## src/rtl/serial_frame_rx.sv

```systemverilog
// Serial frame receiver: hunts for a sync pattern in a strobed bit stream, then
// deserializes WORDS MSB-first words and hands them out over valid/ready.
module serial_frame_rx #(
    parameter int                  WIDTH    = 8,
    parameter int                  SYNC_LEN = 8,
    parameter logic [SYNC_LEN-1:0] SYNC_PAT = 8'hA5,
    parameter int                  WORDS    = 4
) (
    input  logic             clk,
    input  logic             rst,
    input  logic             s_in,
    input  logic             en,
    output logic [WIDTH-1:0] data_out,
    output logic             data_valid,
    input  logic             data_ready,
    output logic             sync_lock,
    output logic             frame_end,
    output logic             overrun,
    input  logic             clr_overrun
);

    localparam int BW = (WIDTH > 1) ? $clog2(WIDTH) : 1;
    localparam int CW = (WORDS > 1) ? $clog2(WORDS) : 1;
    localparam int FW = $clog2(SYNC_LEN + 1);

    localparam logic [BW-1:0] BIT_LAST  = BW'(WIDTH - 1);
    localparam logic [CW-1:0] WORD_LAST = CW'(WORDS - 1);
    localparam logic [FW-1:0] FILL_FULL = FW'(SYNC_LEN);
    localparam logic [FW-1:0] FILL_PRE  = FW'(SYNC_LEN - 1);

    typedef enum logic {
        HUNT    = 1'b0,
        CAPTURE = 1'b1
    } state_t;

    state_t              state;
    state_t              state_next;
    logic [SYNC_LEN-1:0] window;
    logic [SYNC_LEN-1:0] window_next;
    logic [FW-1:0]       fill;
    logic [BW-1:0]       bit_cnt;
    logic [CW-1:0]       word_cnt;
    logic [WIDTH-1:0]    shreg;
    logic [WIDTH-1:0]    word_next;
    logic                match;
    logic                word_done;
    logic                last_word;
    logic                drop;

    // The match looks at the window including this edge's bit; fill must reach
    // SYNC_LEN so stale zeros after a clear can never satisfy the pattern.
    always_comb begin
        window_next = {window[SYNC_LEN-2:0], s_in};
        word_next   = {shreg[WIDTH-2:0], s_in};
        match       = (state == HUNT) && en && (fill >= FILL_PRE)
                      && (window_next == SYNC_PAT);
        word_done   = (state == CAPTURE) && en && (bit_cnt == BIT_LAST);
        last_word   = word_done && (word_cnt == WORD_LAST);
        drop        = word_done && data_valid && !data_ready;
    end

    always_comb begin
        state_next = state;
        case (state)
            HUNT:    if (match) state_next = CAPTURE;
            CAPTURE: if (last_word) state_next = HUNT;
            default: state_next = HUNT;
        endcase
    end

    always_ff @(posedge clk) begin
        if (!rst) begin
            state <= HUNT;
        end else begin
            state <= state_next;
        end
    end

    always_ff @(posedge clk) begin
        if (!rst) begin
            window   <= '0;
            fill     <= '0;
            bit_cnt  <= '0;
            word_cnt <= '0;
            shreg    <= '0;
        end else if (state == HUNT) begin
            if (en) begin
                window <= window_next;
                if (fill != FILL_FULL) fill <= fill + 1'b1;
                if (match) begin
                    bit_cnt  <= '0;
                    word_cnt <= '0;
                end
            end
        end else if (en) begin
            shreg <= word_next;
            if (word_done) begin
                bit_cnt <= '0;
                if (last_word) begin
                    word_cnt <= '0;
                    window   <= '0;
                    fill     <= '0;
                end else begin
                    word_cnt <= word_cnt + 1'b1;
                end
            end else begin
                bit_cnt <= bit_cnt + 1'b1;
            end
        end
    end

    // A completing word is loaded unless an unconsumed word is being held;
    // with data_ready high the old word is consumed on the same edge.
    always_ff @(posedge clk) begin
        if (!rst) begin
            data_out   <= '0;
            data_valid <= 1'b0;
            frame_end  <= 1'b0;
            overrun    <= 1'b0;
        end else begin
            frame_end <= last_word;
            if (word_done) begin
                if (!drop) begin
                    data_out   <= word_next;
                    data_valid <= 1'b1;
                end
            end else if (data_valid && data_ready) begin
                data_valid <= 1'b0;
            end
            if (drop) begin
                overrun <= 1'b1;
            end else if (clr_overrun) begin
                overrun <= 1'b0;
            end
        end
    end

    assign sync_lock = (state == CAPTURE);

endmodule

```

## config.mk

```make
export PLATFORM = sky130hd
export DESIGN_NAME = serial_frame_rx
export DESIGN_NICKNAME = d
export VERILOG_FILES = /design/src/rtl/serial_frame_rx.sv
export SDC_FILE = /design/constraint.sdc
export NUM_CORES = 1
export LEC_CHECK = 0
export BUFFER_PORTS_ARGS = -buffer_cell sky130_fd_sc_hd__buf_2
export CORE_UTILIZATION = 45
export CTS_BUF_LIST = sky130_fd_sc_hd__clkbuf_16
export CTS_CLUSTER_DIAMETER = 200
export DETAILED_ROUTE_END_ITERATION = 8
export GPL_TIMING_DRIVEN = 0
export PLACE_DENSITY = 0.75
export SLEW_MARGIN = 20
export SYNTH_ARGS = -nofsm -noshare
export SYNTH_HDL_FRONTEND = slang
export SYNTH_SLANG_ARGS = --single-unit
```

## constraint.sdc

```tcl
create_clock -name clk -period 1.5 [get_ports clk]
set_input_delay 0.45 -clock clk [delete_from_list [all_inputs] [get_ports clk]]
set_output_delay 0.45 -clock clk [all_outputs]
set_load 0.05 [all_outputs]
```

# --- After elaboration in Yosys (flattened, before gate mapping) ---
# Index checks and enable logic that the tools add are counted.
word_totals:
  wordCells: 74
  regBits: 35
  input_bits: 6
  out_inout_bits: 12
classes:
  add_sub_neg: 3
  magnitude_cmp: 1
  n_mux: 30
  bitwise: 2
  n_reduce_logical: 21
  eq_ne: 7
ops:
  columns: ["op", "n"]
  rows:
  - ["$mux 7", 5]
  - ["$mux 4", 6]
  - ["$mux 3", 5]
  - ["$mux 2", 6]
  - ["$logic_and 1x1->1", 9]
  - ["$eq 8x8->1 const B", 1]
  - ["$reduce_and 2->1", 4]
  - ["$reduce_bool 2->1", 4]
  - ["$mux 1", 7]
  - ["$reduce_and 3->1", 2]
  - ["$add 4x1->4 const B", 1]
  - ["$ge 4x3->1 const B", 1]
  - ["$ne 2x1->1 const B", 2]
  - ["$ne 4x4->1 const B", 1]
  - ["$reduce_and 4->1", 1]
  - ["$add 3x1->3 const B", 1]
  - ["$eq 3x3->1 const B", 1]
  - ["$add 2x1->2 const B", 1]
  - ["$eq 2x2->1 const B", 1]
  - ["$ne 2x2->1 const B", 1]
  - ["$not 1->1", 2]
  - ["$pmux 1 s2", 1]
  - ["$logic_not 1->1", 1]

# --- Longest topological paths before layout ---
# Gate-level depths: netlist of run 1.
depth:
  depth_word: 7
  mapped_depth: 6

# --- Worst setup path after synthesis of run 1 ---
# OpenSTA, ideal clock, no wires.
synth_timing:
  path_type: "flip-flop to flip-flop"
  from: "register state (netlist: sync_lock)"
  to: "register data_out[7]"
  required_ps: 1372
  t_arrival_ps: 1465
  setup_time_ps: 128
  path_slack_ps: -93
  path_stages_with_launch: 6
  path_cell_list: "dfxtp_1 and2_1 and3_1 buf_6 mux2i_1 nor2_1"
synth_via:
  elab_chain_cells: 6
synth_lines:
  columns: ["item", "line", "rtl"]
  rows:
  - ["from (decl)", "36", "state_t state;"]
  - ["from (signal assigned)", "75", "state <= state_next;"]
  - ["$logic_and 1x1->1 * (2 in a row)", "57", "word_done = (state == CAPTURE) && en && (bit_cnt == BIT_LAST);"]
  - ["$logic_and 1x1->1 (2 in a row)", "59", "drop = word_done && data_valid && !data_ready;"]
  - ["$not 1->1 (no source line)", null, null]
  - ["$reduce_and 2->1 (no source line) *", null, null]
  - ["to (signal assigned)", "124", "data_out <= word_next;"]
  - ["to (decl)", "13", "output logic [WIDTH-1:0] data_out,"]
# Mark *: on every way between the ends. The rest lies on a longest branch, timed or not.
# A chain may end at the register's enable or synchronous reset.

# --- Final worst setup path of run 1 ---
layout_timing:
  from: "register state (netlist: sync_lock)"
  to: "output port sync_lock"
layout_lines:
  columns: ["item", "line", "rtl"]
  rows:
  - ["to (decl)", "16", "output logic sync_lock,"]
# No word-level cell between the ends.

==> results.rst, run 1 <==
.. list-table::
   :header-rows: 1

   * - Metric
     - Value
   * - Multi-input gate area in the final layout
     - 729 um2
   * - Number of cells produced by synthesis
     - around 150
   * - Top-count cell post-synth
     - dfxtp_1
   * - Cell with the largest stage delay on the worst path
     - dfxtp_2
   * - Count of distinct cell types in the synthesized netlist
     - 27
   * - Top cell family by delay on the critical path
     - flip-flops
   * - Count of state elements after synthesis
     - 35
   * - Number of clock buffers inserted by TritonCTS
     - 5
   * - Clk pin slew, worst setup/hold paths
     - 0.06 ns
   * - Hold endpoint
     - shreg[0]
   * - Via Count
     - between 1000 and 1500
   * - Switching fraction of total power
     - 0.203
   * - Total inserted antenna cells
     - 0
   * - Min Clock Period, post-route
     - 1.47 ns
   * - Clock tree buffer depth
     - 2
   * - Die height
     - just under 60 um
   * - Final setup fails
     - 0
   * - Clock insertion delay at the later pin of the skew report
     - 0.28 ns
   * - Total of max-cap violations
     - 0
   * - Worst slew margin relative to its limit
     - 0.670
   * - Result of the run
     - finished clean
   * - Final Slew Violations
     - 0
   * - Hold Vio Cnt, Final
     - 0
   * - Arrival time of data at the critical path endpoint
     - between 1 and 1.5 ns
   * - Worst R2R End
     - window[3]
   * - Combinational group share of total power
     - 0.032
   * - Area added between synthesis and finish
     - 28.1%
   * - Number of enable flip-flop cells after synthesis
     - 0
   * - Synthesis Warnings
     - 0
   * - Setup slack, reg-to-reg
     - 0.07 ns
   * - Global-route wire length before repair
     - 4820 um
   * - Number of clock sinks seen by CTS
     - 35
   * - Path category of the worst min-delay check
     - in2reg
   * - Total grt overflow
     - 0
   * - Die area
     - 0.00338 mm2
   * - CP Buf/Inv Count
     - 1
   * - Routed length per instance
     - about 14 um
   * - Depth of the most critical reg-to-reg path
     - 6
   * - Final Skew
     - 0.00353 ns
   * - Instance count after placement with tap cells included
     - 215
   * - H-tree depth
     - 2
   * - Min-delay src
     - s_in
   * - Number of stages on the worst setup path
     - 1
   * - Dominant cells by area after synthesis
     - dfxtp_1 (49%), mux2i_1 (8.5%), nand2_1 (5.6%), nor2_1 (5.6%), ha_1 (4.4%)
   * - Total Nets Final
     - 191
   * - Overall routed net length
     - 3070 um
   * - Core Region
     - 0.00303 mm2
   * - Largest incremental delay on the critical path
     - 0.44 ns
   * - Primary flip-flop cell chosen by synthesis mapping
     - dfxtp_1
   * - Post-synth net total
     - about 170
   * - Setup repair after global routing missed its margin
     - yes
   * - Global-route total usage across every layer
     - 0.195
   * - Antenna violations before repair
     - 0
   * - Cell Area, Synth
     - 0.00142 mm2
   * - Path type of the worst setup path
     - reg2out
   * - Detailed Routing Iterations Pass 1
     - 4
   * - Number of port buffers
     - 17
   * - Share of synthesized flip-flops with an asynchronous set or reset
     - 0
   * - Filler Cell Count
     - 270
   * - Final cell count without fillers
     - 225
   * - TritonCTS clock tree
     - yes
   * - Post-detailed-route DRC marker count
     - 0
   * - Chain of cells forming the critical path
     - buf_2
   * - Required time reported for the critical path endpoint
     - about 1.1 ns
   * - Static leakage
     - roughly 0.00071 uW
   * - FF+latch area
     - 709 um2
   * - Drt first-iter violations
     - 58
   * - Worst VDD drop
     - about 0.00058 V
   * - Last weighted congestion value of the routability-driven placer
     - 0.716
   * - Routed vias/inst
     - 5.28
   * - Period Utilization, post-route
     - 0.980
   * - Power density relative to cell area
     - 1210 mW/mm2
   * - Fraction of the yosys area taken by sequential cells
     - 0.494
   * - Setup Total Neg Slack
     - 0 ns
   * - Synth Area per Inst
     - just over 9 um2
   * - Top-Level Pins
     - 18
   * - Final antenna-violating net count
     - 0
   * - Final HPWL from detailed placement
     - 2030 um
   * - Share of layout cells above drive strength 1
     - 0.243
   * - Worst setup SP type
     - flop
   * - Horizontal extent of the die
     - 58.2 um
   * - Initial core utilization
     - 0.469
   * - Startpoint of the lowest-slack register-to-register path
     - bit_cnt[0]
   * - Root cell of the clock tree
     - clkbuf_16
   * - Portion of total power attributed to sequential cells
     - 0.432
   * - Commonest cells in the synthesized netlist
     - dfxtp_1 (35), nand2_1 (21), nor2_1 (21)
   * - Share of total power in the clock network
     - 0.536
   * - Top cell type by total area after synthesis
     - dfxtp_1
   * - Internal power of the cells
     - 1750 uW
   * - Measured slew at the worst slew-check pin
     - 0.496 ns
   * - Utilization after layout
     - 0.600
   * - Maximum number of pins on one net before global-route repair
     - 13
   * - Switching power summed over all nets
     - 445 uW
   * - Max Clock Freq
     - 680 MHz
   * - Vias in the first global route
     - 1062
   * - Max Fanout on Critical Path
     - 10
   * - Area fraction of the dominant cell type after synthesis
     - 0.494
   * - Cell depth of the worst min-delay path
     - 3
   * - Kind of capture point of the worst setup path
     - output pin
   * - CTS Hold Buffers Added
     - 0
   * - Standard-cell rows
     - 20
what timing repair did:
action                     4_1_cts  5_1_grt
pin swaps                        1        2
gates resized for setup         10        8
buffers inserted                 1        1
setup endpoints to repair       19       14
flip-flops by register name (all words and copies together) (netlist names):
signal / cells
overrun: 1
shreg: 7
word_cnt: 2
window: 7
bit_cnt: 3
data_out: 8
fill: 4
frame_end: 1
data_valid: 1
sync_lock: 1
final cells by class:
type,instances,share of cell area
Buffer,7,0.0200
Clock buffer,5,0.0688
Timing Repair Buffer,19,0.0551
Multi-Input combinational cell,107,0.401
Tap cell,44,0.0303
Sequential cell,35,0.390
Clock inverter,3,0.0241
Inverter,5,0.0103
cells by family after synthesis:
group	after synthesis	synth area share
AO/OA/AOI/OAI	24	0.108
XOR/XNOR	2	0.0123
adder cells (fa/ha/maj)	5	0.0441
buffers and inverters	12	0.0388
flip-flops	35	0.494
multiplexers	12	0.0847
AND/OR/NAND/NOR	64	0.218
layer usage:
| metal | share of wire | GRT usage |
|---|---|---|
| met1 | 0.42 | 0.204 |
| met2 | 0.52 | 0.355 |
| met3 | 0.046 | 0.0603 |
| met4 | 0.019 | 0.0918 |
| met5 | 0 | 0 |
worst max-delay path by stage:
stage,endpoint,from,slack [ns]
after floorplan,fill[0],bit_cnt[0],0.003
after CTS,word_cnt[0],fill[0],0.0004
final,sync_lock,sync_lock,0.03
after global routing,word_cnt[0],sync_lock,-0.01
after global placement,fill[0],bit_cnt[0],-0.12
after detailed placement,fill[1],bit_cnt[0],-0.19
stage by stage:
stage	instance area, um2	setup WS [ns]	power [uW]	hold WS (ns)
floorplan	1420	0.00316	1010	0.436
global placement	1560	-0.122	1030	0.442
detailed placement	1560	-0.193	1030	0.452
CTS	1780	0.000447	2200	0.457
global route	1820	-0.0112	2260	0.459
finish	1820	0.0296	2190	0.451
placed cells by master (no fill, tap or decap), types with 2 or more instances in the layout:
| cell | instances |
|---|---|
| a21oi_1 | 12 |
| a22oi_1 | 7 |
| and2_1 | 2 |
| buf_2 | 19 |
| buf_4 | 2 |
| clkbuf_1 | 4 |
| clkbuf_16 | 5 |
| dfxtp_1 | 30 |
| dfxtp_2 | 4 |
| ha_1 | 3 |
| ha_4 | 2 |
| inv_1 | 5 |
| mux2i_1 | 12 |
| nand2_1 | 20 |
| nand3_1 | 4 |
| nor2_1 | 21 |
| nor2b_1 | 2 |
| nor3_1 | 3 |
| nor4bb_1 | 2 |
| xnor2_1 | 2 |
power by group through the flow:
| stage | clock (uW) | sequential [uW] | combinational (uW) |
|---|---|---|---|
| 2_1_floorplan | 0 | 964 | 43.3 |
| 3_5_place_dp | 0 | 966 | 66.3 |
| 5_1_grt | 1230 | 948 | 78.9 |
| 4_1_cts | 1180 | 946 | 67.8 |
| 6_report | 1180 | 948 | 70.7 |
| 3_3_place_gp | 0 | 965 | 62.1 |
(Power assumes the default switching activity.)
==> inputs of run 2 (changes only) <==
- CORE_MARGIN: default -> 2
- CORE_UTILIZATION: 45 -> 40
- PLACE_DENSITY: 0.75 -> 0.69
==> results.rst, run 2 (synthesized netlist as in run 1, its figures left out) <==
.. list-table::
   :header-rows: 1

   * - Metric
     - Value
   * - Number of flip-flops under the largest register name
     - 8
   * - Root cell of the clock tree
     - clkbuf_16
   * - Power density relative to cell area
     - 1120 mW/mm2
   * - Filler Cell Count
     - around 340
   * - Result of the run
     - finished clean
   * - Horizontal extent of the die
     - about 64 um
   * - Cell depth of the worst min-delay path
     - 3
   * - Clk pin slew, worst setup/hold paths
     - 0.05 ns
   * - Core Region
     - 0.00336 mm2
   * - Max Clock Freq
     - 684 MHz
   * - Most common library cell in the layout ignoring fill and taps
     - dfxtp_1
   * - Biggest regs
     - data_out x8, shreg x7, window x7
   * - Worst setup SP type
     - flop
   * - Top-Level Pins
     - 18
   * - Total grt overflow
     - 0
   * - Hold Vio Cnt, Final
     - 0
   * - Largest incremental delay on the critical path
     - around 0.43 ns
   * - Area added between synthesis and finish
     - 24.4%
   * - Worst R2R End
     - word_cnt[0]
   * - Setup slack, reg-to-reg
     - 0.09 ns
   * - Final Skew
     - 0.00275 ns
   * - Worst slack after detailed placement
     - -0.196 ns
   * - Share of layout cells above drive strength 1
     - 0.229
   * - Hold endpoint
     - shreg[0]
   * - Path type of the worst setup path
     - reg2out
   * - Cell with the largest stage delay on the worst path
     - dfxtp_2
   * - Post-detailed-route DRC marker count
     - 0
   * - Vias in the first global route
     - 1081
   * - Period Utilization, post-route
     - 0.975
   * - Drt first-iter violations
     - 86
   * - Worst Slack Setup Final
     - 0.0378 ns
   * - Die height
     - between 60 and 70 um
   * - Static leakage
     - 0.000679 uW
   * - Antenna violations before repair
     - 0
   * - Final HPWL from detailed placement
     - 1960 um
   * - Maximum number of pins on one net before global-route repair
     - 11
   * - Max Fanout on Critical Path
     - 10
   * - Global-route total usage across every layer
     - 0.159
   * - Depth of the most critical reg-to-reg path
     - 6
   * - Path category of the worst min-delay check
     - in2reg
   * - Standard-cell rows
     - 21
   * - Top cell family by delay on the critical path
     - flip-flops
   * - Number of port buffers
     - 17
   * - Overall routed net length
     - 2800 um
   * - Routed vias/inst
     - 4.98
   * - Arrival time of data at the critical path endpoint
     - between 1 and 1.5 ns
   * - Final Slew Violations
     - 0
   * - Measured slew at the worst slew-check pin
     - 0.491 ns
   * - Die area
     - roughly 0.0040 mm2
   * - Global-route wire length before repair
     - 4960 um
   * - Number of clock buffers inserted by TritonCTS
     - 5
   * - Power Total
     - 1980 uW
   * - Detailed Routing Iterations Pass 1
     - 4
   * - Register bank with the most flops
     - data_out
   * - Startpoint of the lowest-slack register-to-register path
     - bit_cnt[0]
   * - Worst VDD drop
     - 0.000865 V
   * - CP Buf/Inv Count
     - 1
   * - TritonCTS clock tree
     - yes
   * - Clock tree buffer depth
     - 2
   * - Kind of capture point of the worst setup path
     - output pin
   * - Total Nets Final
     - 189
   * - Most used cells in the layout excluding fill and tap cells
     - dfxtp_1 (31), nor2_1 (21), buf_2 (19), nand2_1 (19)
   * - Total of max-cap violations
     - 0
   * - Setup repair after global routing missed its margin
     - no
   * - Chain of cells forming the critical path
     - buf_2
   * - Clock insertion delay at the later pin of the skew report
     - 0.28 ns
   * - Routed length per instance
     - 12.4 um
   * - Via Count
     - ~1100
   * - H-tree depth
     - 2
   * - Final antenna-violating net count
     - 0
   * - Initial core utilization
     - 0.422
   * - Final setup fails
     - 0
   * - Total inserted antenna cells
     - 0
   * - Last weighted congestion value of the routability-driven placer
     - 0.728
   * - Number of clock sinks seen by CTS
     - 35
   * - Min Clock Period, post-route
     - 1.46 ns
   * - Min-delay src
     - s_in
   * - Required time reported for the critical path endpoint
     - 1.05 ns
   * - Worst slew margin relative to its limit
     - 0.673
## run 2: layout make-up
type	instances	area [um2]	share of cell area
inverter	5	18.8	0.0106
clock inverter	3	12.5	0.00709
tap	46	57.6	0.0326
multi-input combinational	107	728	0.412
buffer	6	25.0	0.0142
clock buffer	5	125	0.0709
sequential	35	706	0.400
timing repair buffer	18	92.6	0.0524
## run 2: what timing repair did
action                                  in CTS  in global routing
pin swaps                                    0                  4
gates cloned                                 0                  0
hold endpoints to repair                     0                  0
gates resized for setup                      8                  8
hold buffers                                 0                  0
buffers inserted                             0                  1
endpoints found under the setup margin      19                 21
## run 2: worst max-delay path by stage
stage	slack, ns	end	start	depth (start not counted)
4_1_cts	0.03	word_cnt[0]	bit_cnt[0]	6
6_report	0.04	sync_lock	sync_lock	1
3_3_place_gp	-0.11	word_cnt[1]	s_in	5
5_1_grt	0.006	word_cnt[0]	bit_cnt[0]	6
2_1_floorplan	0.003	fill[0]	bit_cnt[0]	6
3_5_place_dp	-0.20	fill[0]	bit_cnt[0]	6
## run 2: stage by stage
step                       util  instance area [um2]  TNS, ns  hold slack (ns)  cells
after global placement    0.465                 1560   -0.634            0.444    217
after detailed placement  0.465                 1560    -1.90            0.458    217
after CTS                 0.517                 1740        0            0.449    225
final                     0.525                 1770        0            0.451    225
after floorplan               -                 1420        0            0.436    154
after global routing      0.525                 1770        0            0.472    225
## run 2: worst min-delay path, delay by kind of cell
kind / cells / cell delay [ns]
buffers and inverters: 1 / 0.12
and+or+nand+nor: 1 / 0.06
AOI/OAI and AO/OA: 1 / 0.05
## run 2: report_power, final
group	internal [uW]	total (uW)	switching, uW
logic	30.0	71.0	41.0
clock network	599	956	357
registers	940	948	8.47
## run 2: per-layer routing
metal,up-vias,routed length (um),part of all wire,track usage
li1,579,-,-,-
met1,515,1260,0.45,0.196
met2,20,1350,0.48,0.249
met3,7,123,0.044,0.0482
met4,0,68,0.024,0.0815
met5,-,0,0,0
==> inputs of run 3 (changes only) <==
- MAX_ROUTING_LAYER: default -> met4
==> results.rst, run 3 (synthesized netlist as in run 1, its figures left out) <==
.. list-table::
   :header-rows: 1

   * - Metric
     - Value
   * - Maximum number of pins on one net before global-route repair
     - 11
   * - Total grt overflow
     - 0
   * - Core Region
     - 0.00336 mm2
   * - Chain of cells forming the critical path
     - buf_2
   * - Clk pin slew, worst setup/hold paths
     - ~0.05 ns
   * - Final HPWL from detailed placement
     - 1960 um
   * - Cell with the largest stage delay on the worst path
     - dfxtp_2
   * - Biggest regs
     - data_out x8, shreg x7, window x7
   * - Worst VDD drop
     - 0.000864 V
   * - Initial core utilization
     - 0.422
   * - Overall routed net length
     - roughly 2800 um
   * - CP Buf/Inv Count
     - 1
   * - Top-Level Pins
     - 18
   * - Via Count
     - roughly 1100
   * - Root cell of the clock tree
     - clkbuf_16
   * - Worst Slack Setup Final
     - approximately 0.038 ns
   * - Routed length per instance
     - 12.6 um
   * - Setup Total Neg Slack
     - 0 ns
   * - Most used cells in the layout excluding fill and tap cells
     - dfxtp_1 (31), nor2_1 (21), buf_2 (19), nand2_1 (19)
   * - Die height
     - 63.6 um
   * - Routed vias/inst
     - about 5
   * - Min Clock Period, post-route
     - 1.46 ns
   * - Global-route wire length before repair
     - 4970 um
   * - Final Slew Violations
     - 0
   * - Kind of capture point of the worst setup path
     - output pin
   * - Max Fanout on Critical Path
     - 10
   * - Startpoint of the lowest-slack register-to-register path
     - bit_cnt[0]
   * - Result of the run
     - finished clean
   * - Die area
     - 0.00404 mm2
   * - Required time reported for the critical path endpoint
     - 1.05 ns
   * - Filler Cell Count
     - about 340
   * - Detailed Routing Iterations Pass 1
     - 4
   * - Standard-cell rows
     - 21
   * - Most common library cell in the layout ignoring fill and taps
     - dfxtp_1
   * - Post-detailed-route DRC marker count
     - 0
   * - Total of max-cap violations
     - 0
   * - Number of clock buffers inserted by TritonCTS
     - 5
   * - Instance count after placement with tap cells included
     - 217
   * - Global-route total usage across every layer
     - 0.164
   * - Measured slew at the worst slew-check pin
     - 0.492 ns
   * - Setup slack, reg-to-reg
     - approximately 0.09 ns
   * - Total inserted antenna cells
     - 0
   * - Period Utilization, post-route
     - 0.974
   * - Register bank with the most flops
     - data_out
   * - Number of clock sinks seen by CTS
     - 35
   * - Worst setup SP type
     - flop
   * - Final cell count without fillers
     - 225
   * - Share of layout cells above drive strength 1
     - 0.229
   * - CTS Hold Buffers Added
     - 0
   * - Area added between synthesis and finish
     - 24.4%
   * - Utilization after layout
     - 0.525
   * - Max Clock Freq
     - approximately 680 MHz
   * - Number of port buffers
     - 17
   * - Top cell family by delay on the critical path
     - flip-flops
   * - Final antenna-violating net count
     - 0
   * - Final Skew
     - 0.00273 ns
   * - Worst slew margin relative to its limit
     - 0.672
   * - Drt first-iter violations
     - 95
   * - Hold endpoint
     - shreg[0]
   * - Depth of the most critical reg-to-reg path
     - 6
   * - Power density relative to cell area
     - 1120 mW/mm2
   * - H-tree depth
     - 2
   * - TritonCTS clock tree
     - yes
   * - Arrival time of data at the critical path endpoint
     - 1.01 ns
   * - Vias in the first global route
     - 1083
   * - Path category of the worst min-delay check
     - in2reg
   * - Worst slack after detailed placement
     - -0.196 ns
   * - Total Nets Final
     - between 150 and 200
   * - Horizontal extent of the die
     - 63.6 um
   * - Hold Vio Cnt, Final
     - 0
   * - Worst R2R End
     - word_cnt[0]
   * - Setup repair after global routing missed its margin
     - no
   * - Clock tree buffer depth
     - 2
   * - Last weighted congestion value of the routability-driven placer
     - ~0.74
   * - Clock insertion delay at the later pin of the skew report
     - 0.27 ns
   * - Largest incremental delay on the critical path
     - 0.43 ns
   * - WHS
     - about 0.45 ns
   * - Static leakage
     - between 0.0006 and 0.0007 uW
   * - Antenna violations before repair
     - 0
   * - Final setup fails
     - 0
   * - Min-delay src
     - s_in
   * - Number of flip-flops under the largest register name
     - 8
   * - Path type of the worst setup path
     - reg2out
   * - Cell depth of the worst min-delay path
     - 3
run 3: what timing repair did:
action,CTS,global route
setup buffers,0,1
gates resized for setup,8,8
endpoints found under the setup margin,19,21
endpoints found under the hold margin,0,0
pin swaps,0,4
run 3: stage by stage:
step                      total power (uW)  area (um2)
after floorplan                       1010        1420
after global placement                1030        1560
after detailed placement              1030        1560
after CTS                             1980        1740
after global routing                  2050        1770
final                                 1980        1770
run 3: layout make-up:
cell class	instances	area (um2)	area share
well taps	46	57.6	0.0326
plain buffers	6	25.0	0.0142
flip-flops and latches	35	706	0.400
clock inverters	3	12.5	0.00709
repair buffers	18	92.6	0.0524
inverters	5	18.8	0.0106
clock buffers	5	125	0.0709
multi-input cells	107	728	0.412
run 3: how the worst max path moves through the flow:
stage | start | slack, ns | depth (start not counted) | endpoint
final | sync_lock | 0.04 | 1 | sync_lock
after detailed placement | bit_cnt[0] | -0.20 | 6 | fill[0]
after CTS | bit_cnt[0] | 0.03 | 6 | word_cnt[0]
after floorplan | bit_cnt[0] | 0.003 | 6 | fill[0]
after global placement | s_in | -0.11 | 5 | word_cnt[1]
after global routing | bit_cnt[0] | 0.006 | 6 | word_cnt[0]
run 3: report_power, final:
group	total (uW)	internal (uW)	switching [uW]
Sequential	948	940	8.49
Combinational	71.2	30.0	41.1
Clock	956	599	357
Total	1980	1570	407
run 3: layer usage:
metal	up-vias	track usage	part of all wire
li1	579	-	-
met1	521	0.196	0.45
met2	18	0.249	0.48
met3	7	0.0536	0.048
met4	0	0.0815	0.021
met5	-	-	0
